$ cat config.mk
export PLATFORM = sky130hd
export DESIGN_NAME = opp_state_rx
export DESIGN_NICKNAME = d
export VERILOG_FILES = /design/src/rtl/opp_pkt_pkg.sv /design/src/rtl/opp_state_rx_link_timer.sv /design/src/rtl/opp_state_rx.sv
export SDC_FILE = /design/constraint.sdc
export NUM_CORES = 1
export LEC_CHECK = 0
export ABC_AREA = 1
export CORE_UTILIZATION = 63
export DETAILED_ROUTE_END_ITERATION = 8
export PLACE_DENSITY = 0.91
export REMOVE_ABC_BUFFERS = 1
export SLEW_MARGIN = 5
export SYNTH_ARGS = -nofsm -noshare
export SYNTH_HDL_FRONTEND = slang
export SYNTH_HIERARCHICAL = 1
export SYNTH_SLANG_ARGS = --single-unit
$ cat constraint.sdc
create_clock -name clk -period 4.96 [get_ports clk]
set_input_delay 0.992 -clock clk [delete_from_list [all_inputs] [get_ports clk]]
set_output_delay 0.992 -clock clk [all_outputs]
set_load 0.01 [all_outputs]
$ cat src/rtl/opp_pkt_pkg.sv
// rtl/opp_pkt_pkg.sv - opponent-state packet constants, field layout and receiver FSM states
// Purpose: shared definitions for the opponent-state receive path.
//   Frame: B0 sync, B1 sequence, B2..B6 40-bit payload (B2 MSB), B7 XOR of B1..B6.
//   Payload: [39:29] x, [28:18] y, [17:9] dir, [8:6] game, [5:0] pad.
package opp_pkt_pkg;

  localparam logic [7:0] SYNC_BYTE_DEF = 8'hA5;
  localparam logic [3:0] FRAME_BYTES   = 4'd8;

  localparam int PAYLOAD_W = 40;
  localparam int X_W       = 11;
  localparam int Y_W       = 11;
  localparam int DIR_W     = 9;
  localparam int GAME_W    = 3;
  localparam int PAD_W     = 6;

  localparam int X_LSB     = 29;
  localparam int Y_LSB     = 18;
  localparam int DIR_LSB   = 9;
  localparam int GAME_LSB  = 6;

  // Only the non-pad payload bits are kept by the receiver.
  localparam int FIELDS_W  = PAYLOAD_W - PAD_W;

  localparam logic [DIR_W-1:0] DIR_MAX = 9'd359;

  typedef enum logic [1:0] {
    IDLE,
    RECV,
    CHECK,
    DROP
  } rx_state_t;

  function automatic logic [7:0] sat_inc8(input logic [7:0] v);
    return (v == 8'hFF) ? v : v + 8'd1;
  endfunction

endpackage

$ cat src/rtl/opp_state_rx_link_timer.sv
// rtl/opp_state_rx_link_timer.sv - saturating link-liveness timer
// Purpose: counts cycles since the last good frame.
// Ports:
//   clk      in  system clock
//   rst_n    in  synchronous active-low reset (presets the count to TIMEOUT_CYCLES, link down)
//   kick     in  clears the count (a good frame was accepted)
//   link_up  out high while the count is below TIMEOUT_CYCLES
module link_timer #(
  parameter int unsigned TIMEOUT_CYCLES = 50_000_000
) (
  input  logic clk,
  input  logic rst_n,
  input  logic kick,
  output logic link_up
);

  logic [31:0] count;

  always_ff @(posedge clk) begin
    if (!rst_n) begin
      count <= TIMEOUT_CYCLES;
    end else if (kick) begin
      count <= '0;
    end else if (count < TIMEOUT_CYCLES) begin
      count <= count + 32'd1;
    end
  end

  assign link_up = (count < TIMEOUT_CYCLES);

endmodule

$ cat src/rtl/opp_state_rx.sv
// rtl/opp_state_rx.sv - opponent kart state packet receiver
// Purpose: frames, validates and unpacks 8-byte opponent-state packets from a byte stream.
// Optional build macro: OPP_SEQ_CHECK_EN rejects a frame repeating the last accepted sequence number.
// Ports:
//   clk, rst_n     clock and synchronous active-low reset
//   axiiv, axiid   byte valid / byte data; a frame is one contiguous run of valid cycles
//   r_opp_x/y      opponent position of the last accepted frame
//   r_opp_dir      opponent heading, 0..359
//   r_opp_game     opponent game status
//   receive_axiov  one-cycle pulse when the four fields above update
//   link_up        high while a good frame arrived within TIMEOUT_CYCLES
//   err_count      saturating rejected-frame count
module opp_state_rx
  import opp_pkt_pkg::*;
#(
  parameter logic [7:0]  SYNC_BYTE      = SYNC_BYTE_DEF,
  parameter int unsigned TIMEOUT_CYCLES = 50_000_000,
  parameter logic [10:0] RESET_X        = 11'd300,
  parameter logic [10:0] RESET_Y        = 11'd100
) (
  input  logic        clk,
  input  logic        rst_n,
  input  logic        axiiv,
  input  logic [7:0]  axiid,
  output logic [10:0] r_opp_x,
  output logic [10:0] r_opp_y,
  output logic [8:0]  r_opp_dir,
  output logic [2:0]  r_opp_game,
  output logic        receive_axiov,
  output logic        link_up,
  output logic [7:0]  err_count
);

  rx_state_t             state;
  rx_state_t             phase;
  logic [3:0]            byte_cnt;
  logic                  sync_ok;
  logic [7:0]            xor_acc;
  logic [7:0]            chk_byte;
  logic [FIELDS_W-1:0]   fields;
  logic [X_W-1:0]        x_f;
  logic [Y_W-1:0]        y_f;
  logic [DIR_W-1:0]      dir_f;
  logic [GAME_W-1:0]     game_f;
  logic                  seq_ok;
  logic                  frame_ok;
  logic                  accept;

  // fields holds payload bits [39:PAD_W], so offsets shift down by PAD_W.
  assign x_f    = fields[X_LSB-PAD_W    +: X_W];
  assign y_f    = fields[Y_LSB-PAD_W    +: Y_W];
  assign dir_f  = fields[DIR_LSB-PAD_W  +: DIR_W];
  assign game_f = fields[GAME_LSB-PAD_W +: GAME_W];

  // The first low cycle after bytes is evaluated in the same cycle, so the FSM is
  // back in IDLE for a frame starting right after a single gap cycle.
  always_comb begin
    phase = state;
    if (state == RECV && !axiiv) phase = CHECK;
  end

`ifdef OPP_SEQ_CHECK_EN
  logic [7:0] seq_byte;
  logic [7:0] last_seq;
  logic       seq_valid;
  assign seq_ok = !(seq_valid && (seq_byte == last_seq));
`else
  assign seq_ok = 1'b1;
`endif

  assign frame_ok = (byte_cnt == FRAME_BYTES) && sync_ok && (chk_byte == xor_acc) &&
                    (dir_f <= DIR_MAX) && seq_ok;
  assign accept   = (phase == CHECK) && frame_ok;

  always_ff @(posedge clk) begin
    if (!rst_n) begin
      state         <= IDLE;
      byte_cnt      <= '0;
      sync_ok       <= 1'b0;
      xor_acc       <= '0;
      chk_byte      <= '0;
      fields        <= '0;
      r_opp_x       <= RESET_X;
      r_opp_y       <= RESET_Y;
      r_opp_dir     <= '0;
      r_opp_game    <= '0;
      receive_axiov <= 1'b0;
      err_count     <= '0;
`ifdef OPP_SEQ_CHECK_EN
      seq_byte      <= '0;
      last_seq      <= '0;
      seq_valid     <= 1'b0;
`endif
    end else begin
      receive_axiov <= 1'b0;
      case (phase)
        IDLE: begin
          if (axiiv) begin
            sync_ok  <= (axiid == SYNC_BYTE);
            byte_cnt <= 4'd1;
            xor_acc  <= '0;
            state    <= RECV;
          end
        end
        RECV: begin
          if (byte_cnt == FRAME_BYTES) begin
            state <= DROP;
          end else begin
            byte_cnt <= byte_cnt + 4'd1;
            if (byte_cnt <= 4'd6) xor_acc <= xor_acc ^ axiid;
            if (byte_cnt >= 4'd2 && byte_cnt <= 4'd5) fields <= {fields[FIELDS_W-9:0], axiid};
            // Last payload byte: only its top bits are fields, the rest is pad.
            if (byte_cnt == 4'd6) fields <= {fields[FIELDS_W-3:0], axiid[7:6]};
            if (byte_cnt == 4'd7) chk_byte <= axiid;
`ifdef OPP_SEQ_CHECK_EN
            if (byte_cnt == 4'd1) seq_byte <= axiid;
`endif
          end
        end
        CHECK: begin
          state <= IDLE;
          if (frame_ok) begin
            r_opp_x       <= x_f;
            r_opp_y       <= y_f;
            r_opp_dir     <= dir_f;
            r_opp_game    <= game_f;
            receive_axiov <= 1'b1;
`ifdef OPP_SEQ_CHECK_EN
            last_seq      <= seq_byte;
            seq_valid     <= 1'b1;
`endif
          end else begin
            err_count <= sat_inc8(err_count);
          end
        end
        DROP: begin
          // One error per overlength frame, charged when the run of bytes ends.
          if (!axiiv) begin
            state     <= IDLE;
            err_count <= sat_inc8(err_count);
          end
        end
        default: state <= IDLE;
      endcase
    end
  end

  link_timer #(
    .TIMEOUT_CYCLES(TIMEOUT_CYCLES)
  ) u_link_timer (
    .clk     (clk),
    .rst_n   (rst_n),
    .kick    (accept),
    .link_up (link_up)
  );

endmodule

==> results.txt, run 1 <==
status = finished clean
CTS sink count = 132
H-tree depth = 4
worst slew pin tran = 1.065 ns
post-detail-place hpwl = 9335 µm
drt drc = 0
Cells after Synth = 961
CTS tree = done
worst reg2reg endpoint = u_link_timer/count[1]
metal2 WL = 7576 µm
maximum clock rate = 288.9 MHz
Detailed Routing Iterations Pass 1 = 6
final worst path period share = 69.80%
Yosys top cell by area = dfxtp_1
post-cts repair resize count = 0
number of global-route vias before repair = 5977
Final Util = 76.74%
WS Path Type = reg -> out
area growth from synthesis to layout = 16.86%
Hold Fails Final Rpt = 0
Crit Path Max Fanout = 28
first-pass GRT wire length = 26760 µm
fin nets = 1005
die height = 103.6 µm
Finish-stage setup viols = 0
DR iter-0 viols = 469
CTS root buf = clkbuf_8
Critical R2R Launch = byte_cnt[1]
Met3 Wirelength = 961 µm
Routed Antenna Nets = 0
number of setup buffers added after CTS = 0
core area = 9910 µm²
Worst R2R Setup Slack = 1.81 ns
crit path from = u_link_timer/count[19]
area fraction of the dominant cell type after synthesis = 40.61%
Std-Cell Rows = 36
Remaining Overflow, GRT = 0
Die Area = 10740 µm²
Port Buf Inserts = 54
CP Capture Type = output port
WP data required = 3.97 ns
WL per Instance = 13.84 µm
via total after detailed routing = 6530
Startpoint Class = flip-flop
Clock Latency Late Sink = 0.53 ns
DR vias/cell = 5.758
dpl cell area = 7000 µm²
RSZ-0062 raised after global routing = false
GRT Util Overall = 30.12%
relative slew slack = 28.50%
clk buf depth = 2
gpl congestion = 0.9108
fin. max-slew vios = 0
largest net degree at the start of global routing = 93
top layer in use = met4
Final Critical Period = 3.462 ns
Peak VDD IR = 0.3438 mV
Worst-path clk slew = 0.06 ns
# IOs = 55
Critical Path End = link_up
largest cells by area after synthesis = dfxtp_1 41%, nand2_1 13%, nor2_1 9.6%
Avg Inst Size Synth = 6.772 µm²
Critical Path AT = 2.47 ns
initial antenna violation count = 0
Die X = 103.6 µm
Diodes inserted = 0
fin area = 7605 µm²
Static Leak = 3.127 nW
P per Cell Area = 384.4 nW/µm²
CTS hold repair buffers = 0
mapped cell area = 6507 µm²
Fin Setup TNS = 0 ns
Routed met1 length = 6675 µm
Max Cap Violations = 0
Synth Register Bits = 132
worst hold path type = reg -> reg
reg2reg path depth = 13
Routed WL = 15690 µm
Initial Util = 65.67%
register area share after synthesis = 40.61%
CTS Buf Count = 17
Synth cell types = 33
Final Skew = 0.01175 ns
share of cells above drive strength 1 = 6.494%
Fin Hold WS = 0.4599 ns
Yosys warning total = 6
==> per-stage QoR <==
step           setup slack [ns]  std cells  total power, W
2_1_floorplan             1.656        910        0.001506
3_3_place_gp              1.157       1102        0.001619
3_5_place_dp              1.085       1102        0.001633
4_1_cts                   1.513       1134        0.002917
5_1_grt                   1.215       1134        0.003046
6_report                  1.498       1134        0.002923
==> cell families (layout without fill, tap and decap cells) <==
| logic type | after synthesis | after routing | share of synthesized area (%) |
|---|---|---|---|
| and+or+nand+nor | 544 | 544 | 35.61 |
| AOI/OAI and AO/OA | 139 | 139 | 12.04 |
| buffers and inverters | 120 | 160 | 7.902 |
| adders and majority gates | 6 | 6 | 1.154 |
| xor gates and xnor gates | 20 | 20 | 2.692 |
| DFF | 132 | 132 | 40.61 |
==> cell usage after synthesis (all sizes together) <==
library cell and instances:
nand2 238, nor2 175, dfxtp 132, nand3 86, a21oi 73, inv 68
o21ai 45, nand4 36, clkbuf 27, buf 24, xor2 16, o2111ai 11
o211ai 7, ha 6, nor3 5, xnor2 4, nand3b 3, o21bai 2
a31oi 1, clkinv 1, nor4 1
==> critical path, stage by stage (launching register included) <==
cell and delay (ns):
dfxtp_1 0.39, nand2_1 0.17, nand2_1 0.07, nand2_1 0.10, o21ai_2 0.10, nor2_4 0.48, clkdlybuf4s50_1 0.65
==> sequential cells by signal, summed over array words and instances, names as in the netlist <==
signal / flops
r_opp_x: 11
r_opp_game: 3
chk_byte: 8
err_count: 8
fields: 34
u_link_timer/count: 32
byte_cnt: 4
state: 2
xor_acc: 8
receive_axiov: 1
sync_ok: 1
r_opp_dir: 9
r_opp_y: 11
==> cell type report <==
type                       count  area (µm²)
multi-input combinational    709        3358
sequential                   132        2643
fill                         730        2305
timing repair buffer          59       573.1
clock buffer                  19       431.7
inverter                      69       260.3
clock inverter                13       172.7
tap                          133       166.4
==> layer usage <==
metal,up-vias,track usage [%]
met5,-,0
met4,0,14.80
met3,54,5.790
met2,300,50.81
met1,2973,36.75
li1,3203,-
==> layout by cell type, fill, tap and decap left out, types with 11 or more instances in the layout <==
master and count:
clkbuf_16 16, xor2_1 16, o21ai_1 12, nand3_1 86
o2111ai_1 11, nand2_1 232, clkdlybuf4s50_1 53, o21ai_0 31
a21oi_1 69, nand4_1 36, dfxtp_1 132, nor2_1 166
inv_1 62
==> report_power, final <==
part	total (W)	leakage, nW	internal [W]	switching, W
Sequential	0.00118	1.07	0.00111	0.0000674
Combinational	0.000458	1.77	0.000155	0.000303
Clock	0.00129	0.287	0.000788	0.000500
==> worst min path at each step <==
stage | startpoint | to | slack (ns) | depth (start not counted)
finish | u_link_timer/count[31] | u_link_timer/count[31] | 0.46 | 2
global route | u_link_timer/count[30] | u_link_timer/count[30] | 0.48 | 2
CTS | u_link_timer/count[29] | u_link_timer/count[29] | 0.47 | 2
detailed placement | u_link_timer/count[30] | u_link_timer/count[30] | 0.46 | 2
global placement | u_link_timer/count[31] | u_link_timer/count[31] | 0.45 | 2
floorplan | u_link_timer/count[31] | u_link_timer/count[31] | 0.44 | 2
No activity file was read; power rests on OpenSTA's default activity.
==> run 2: changes to the inputs <==
CORE_UTILIZATION = 52   (was 63)
PLACE_DENSITY = 0.81   (was 0.91)
clock period = 2.8 ns   (was 4.96 ns; I/O delays follow)
==> results.txt, run 2 (synthesis gave the netlist of run 1 again) <==
relative slew slack = 18.38% (was 28.50%)
area growth from synthesis to layout = 18.07% (was 16.86%)
CTS sink count = 132 (unchanged)
Detailed Routing Iterations Pass 1 = 5 (was 6)
Top reg by flops = fields (unchanged)
worst hold path type = reg -> reg (unchanged)
GRT Util Overall = 24.96% (was 30.12%)
post-detail-place hpwl = 9678 µm (was 9335 µm)
biggest regs = fields x34, u_link_timer/count x32 (unchanged)
number of setup buffers added after CTS = 0 (unchanged)
Critical Path End = link_up (unchanged)
share of cells above drive strength 1 = 7.136% (was 6.494%)
Clock Power Share = 41.7% (was 44.0%)
post-cts repair resize count = 0 (unchanged)
worst reg2reg endpoint = fields[23] (was u_link_timer/count[1])
DR iter-0 viols = 522 (was 469)
P_int = 0.003489 W (was 0.002053 W)
Gate power share = 16.4% (was 15.7%)
Critical R2R Launch = byte_cnt[0] (was byte_cnt[1])
Switching Fraction = 29.40% (was 29.75%)
Finish-stage setup viols = 0 (unchanged)
fin nets = 1013 (was 1005)
largest net degree at the start of global routing = 89 (was 93)
Fin Setup TNS = 0 ns (unchanged)
CTS root buf = clkbuf_16 (was clkbuf_8)
CP Capture Type = output port (unchanged)
Largest register FFs = 34 (unchanged)
core area = 12110 µm² (was 9910 µm²)
fin. max-slew vios = 0 (unchanged)
Die X = 113.9 µm (was 103.6 µm)
crit path from = u_link_timer/count[10] (was u_link_timer/count[19])
worst slew pin tran = 1.220 ns (was 1.065 ns)
via total after detailed routing = 6259 (was 6530)
Worst R2R Setup Slack = 0.38 ns (was 1.81 ns)
first-pass GRT wire length = 26210 µm (was 26760 µm)
CTS tree = done (unchanged)
WL per Instance = 13.10 µm (was 13.84 µm)
H-tree depth = 4 (unchanged)
Final Util = 63.44% (was 76.74%)
Initial Util = 53.73% (was 65.67%)
status = finished clean (unchanged)
Max Cap Violations = 0 (unchanged)
number of global-route vias before repair = 5670 (was 5977)
commonest non-fill, non-tap cell in the layout = nand2_1 (unchanged)
CTS Buf Count = 17 (unchanged)
Static Leak = 3.154 nW (was 3.127 nW)
Routed Antenna Nets = 0 (unchanged)
DR vias/cell = 5.318 (was 5.758)
# IOs = 55 (unchanged)
# fillers = 1084 (was 730)
sequential share of power = 41.9% (was 40.3%)
highest-count cells in the layout ignoring fill and taps = 232 x nand2_1, 166 x nor2_1, 132 x dfxtp_1, 86 x nand3_1, 69 x a21oi_1 (unchanged)
slowest CP cell = clkdlybuf4s50_1 (unchanged)
maximum clock rate = 378.0 MHz
Startpoint Class = flip-flop (unchanged)
Remaining Overflow, GRT = 0 (unchanged)
Clock Latency Late Sink = 0.42 ns (was 0.53 ns)
P per Cell Area = 643.2 nW/µm² (was 384.4 nW/µm²)
Worst-path clk slew = 0.06 ns (about the same)
dpl ws = 0.2418 ns (was 1.085 ns)
worst-path cell chain = nor2_1 -> nand3b_1 -> nand3_1 -> nor2_2 -> nor2_4 -> clkdlybuf4s50_1 (was nand2_1 -> nand2_1 -> nand2_1 -> o21ai_2 -> nor2_4 -> clkdlybuf4s50_1)
WS Path Type = reg -> out (unchanged)
Port Buf Inserts = 54 (unchanged)
Std-Cell Rows = 40 (was 36)
fin area = 7684 µm² (was 7605 µm²)
Worst path max stage delay = 0.60 ns (was 0.65 ns)
RSZ-0062 raised after global routing = false (unchanged)
drt drc = 0 (unchanged)
reg2reg path depth = 8 (was 13)
Crit Path Max Fanout = 14 (was 28)
Die Area = 12970 µm² (was 10740 µm²)
switching pwr = 0.001453 W (was 0.0008697 W)
Routed WL = 15420 µm (was 15690 µm)
Final Skew = 0.01209 ns (was 0.01175 ns)
Diodes inserted = 0 (unchanged)
Critical Path AT = 2.09 ns (was 2.47 ns)
die height = 113.9 µm (was 103.6 µm)
gpl congestion = 0.9559 (was 0.9108)
Peak VDD IR = 0.4247 mV (was 0.3438 mV)
Setup WS post-layout = 0.1546 ns (was 1.498 ns)
clk buf depth = 2 (unchanged)
dpl cell area = 7122 µm² (was 7000 µm²)
WP data required = 2.24 ns (was 3.97 ns)
Hold Fails Final Rpt = 0 (unchanged)
final worst path period share = 94.48%
Final Critical Period = 2.645 ns
initial antenna violation count = 0 (unchanged)
-- run 2: changes by cell type in the layout (fill, tap and decap cells not counted), sizes merged --
cell	before	now
clkbuf	19	20
nor2	175	176
inv	72	68
buf	6	13
clkinvlp	3	2
clkinv	4	10
bufinv	3	1
-- run 2: routing by layer --
metal  wire length (µm)  global-route usage, %  up-vias
met4                180                  6.840        0
met3                703                  5.473       19
met2               7299                  41.34      159
met1               7235                  32.89     2866
met5                  0                      0        -
li1                   -                      -     3215
-- run 2: worst min path at each step --
stage	startpoint	endpoint	slack, ns	cells after the start
after global placement	u_link_timer/count[29]	u_link_timer/count[29]	0.45	2
after detailed placement	u_link_timer/count[26]	u_link_timer/count[26]	0.45	2
final	u_link_timer/count[26]	u_link_timer/count[26]	0.46	2
after floorplan	u_link_timer/count[31]	u_link_timer/count[31]	0.44	2
after CTS	u_link_timer/count[26]	u_link_timer/count[26]	0.46	2
after global routing	u_link_timer/count[31]	u_link_timer/count[31]	0.49	2
-- run 2: metrics by stage --
stage,power (W),hold slack (ns),instances
2_1_floorplan,0.002668,0.4355,910
3_3_place_gp,0.002883,0.4465,1144
3_5_place_dp,0.002898,0.4540,1144
4_1_cts,0.004977,0.4626,1177
5_1_grt,0.005191,0.4869,1177
6_report,0.004942,0.4591,1177
-- run 2: worst max-delay path, delay by kind of cell, from the launching register on --
family,cells,cell delay (ns)
simple gates,5,0.73
buf+inv,1,0.60
flops,1,0.35
-- run 2: power by group through the flow --
| stage | Sequential [W] | Clock (W) | Combinational, W |
|---|---|---|---|
| 6_report | 0.00207 | 0.00206 | 0.000810 |
| 4_1_cts | 0.00207 | 0.00210 | 0.000806 |
| 5_1_grt | 0.00209 | 0.00219 | 0.000916 |
| 3_3_place_gp | 0.00211 | 0 | 0.000776 |
| 2_1_floorplan | 0.00209 | 0 | 0.000583 |
| 3_5_place_dp | 0.00211 | 0 | 0.000787 |
-- run 2: layout make-up --
cell class              count  area (µm²)  share of cell area [%]
clock buffers              20       446.7                   5.813
flip-flops and latches    132        2643                   34.39
multi-input cells         710        3364                   43.79
repair buffers             66       650.6                   8.468
well taps                 168       210.2                   2.736
clock inverters            12       108.9                   1.417
inverters                  69       260.3                   3.387
-- run 2: what timing repair did --
| action | 4_1_cts | 5_1_grt |
|---|---|---|
| hold endpoints to repair | 0 | 0 |
| hold buffers | 0 | 0 |
| setup endpoints to repair | 1 | 0 |
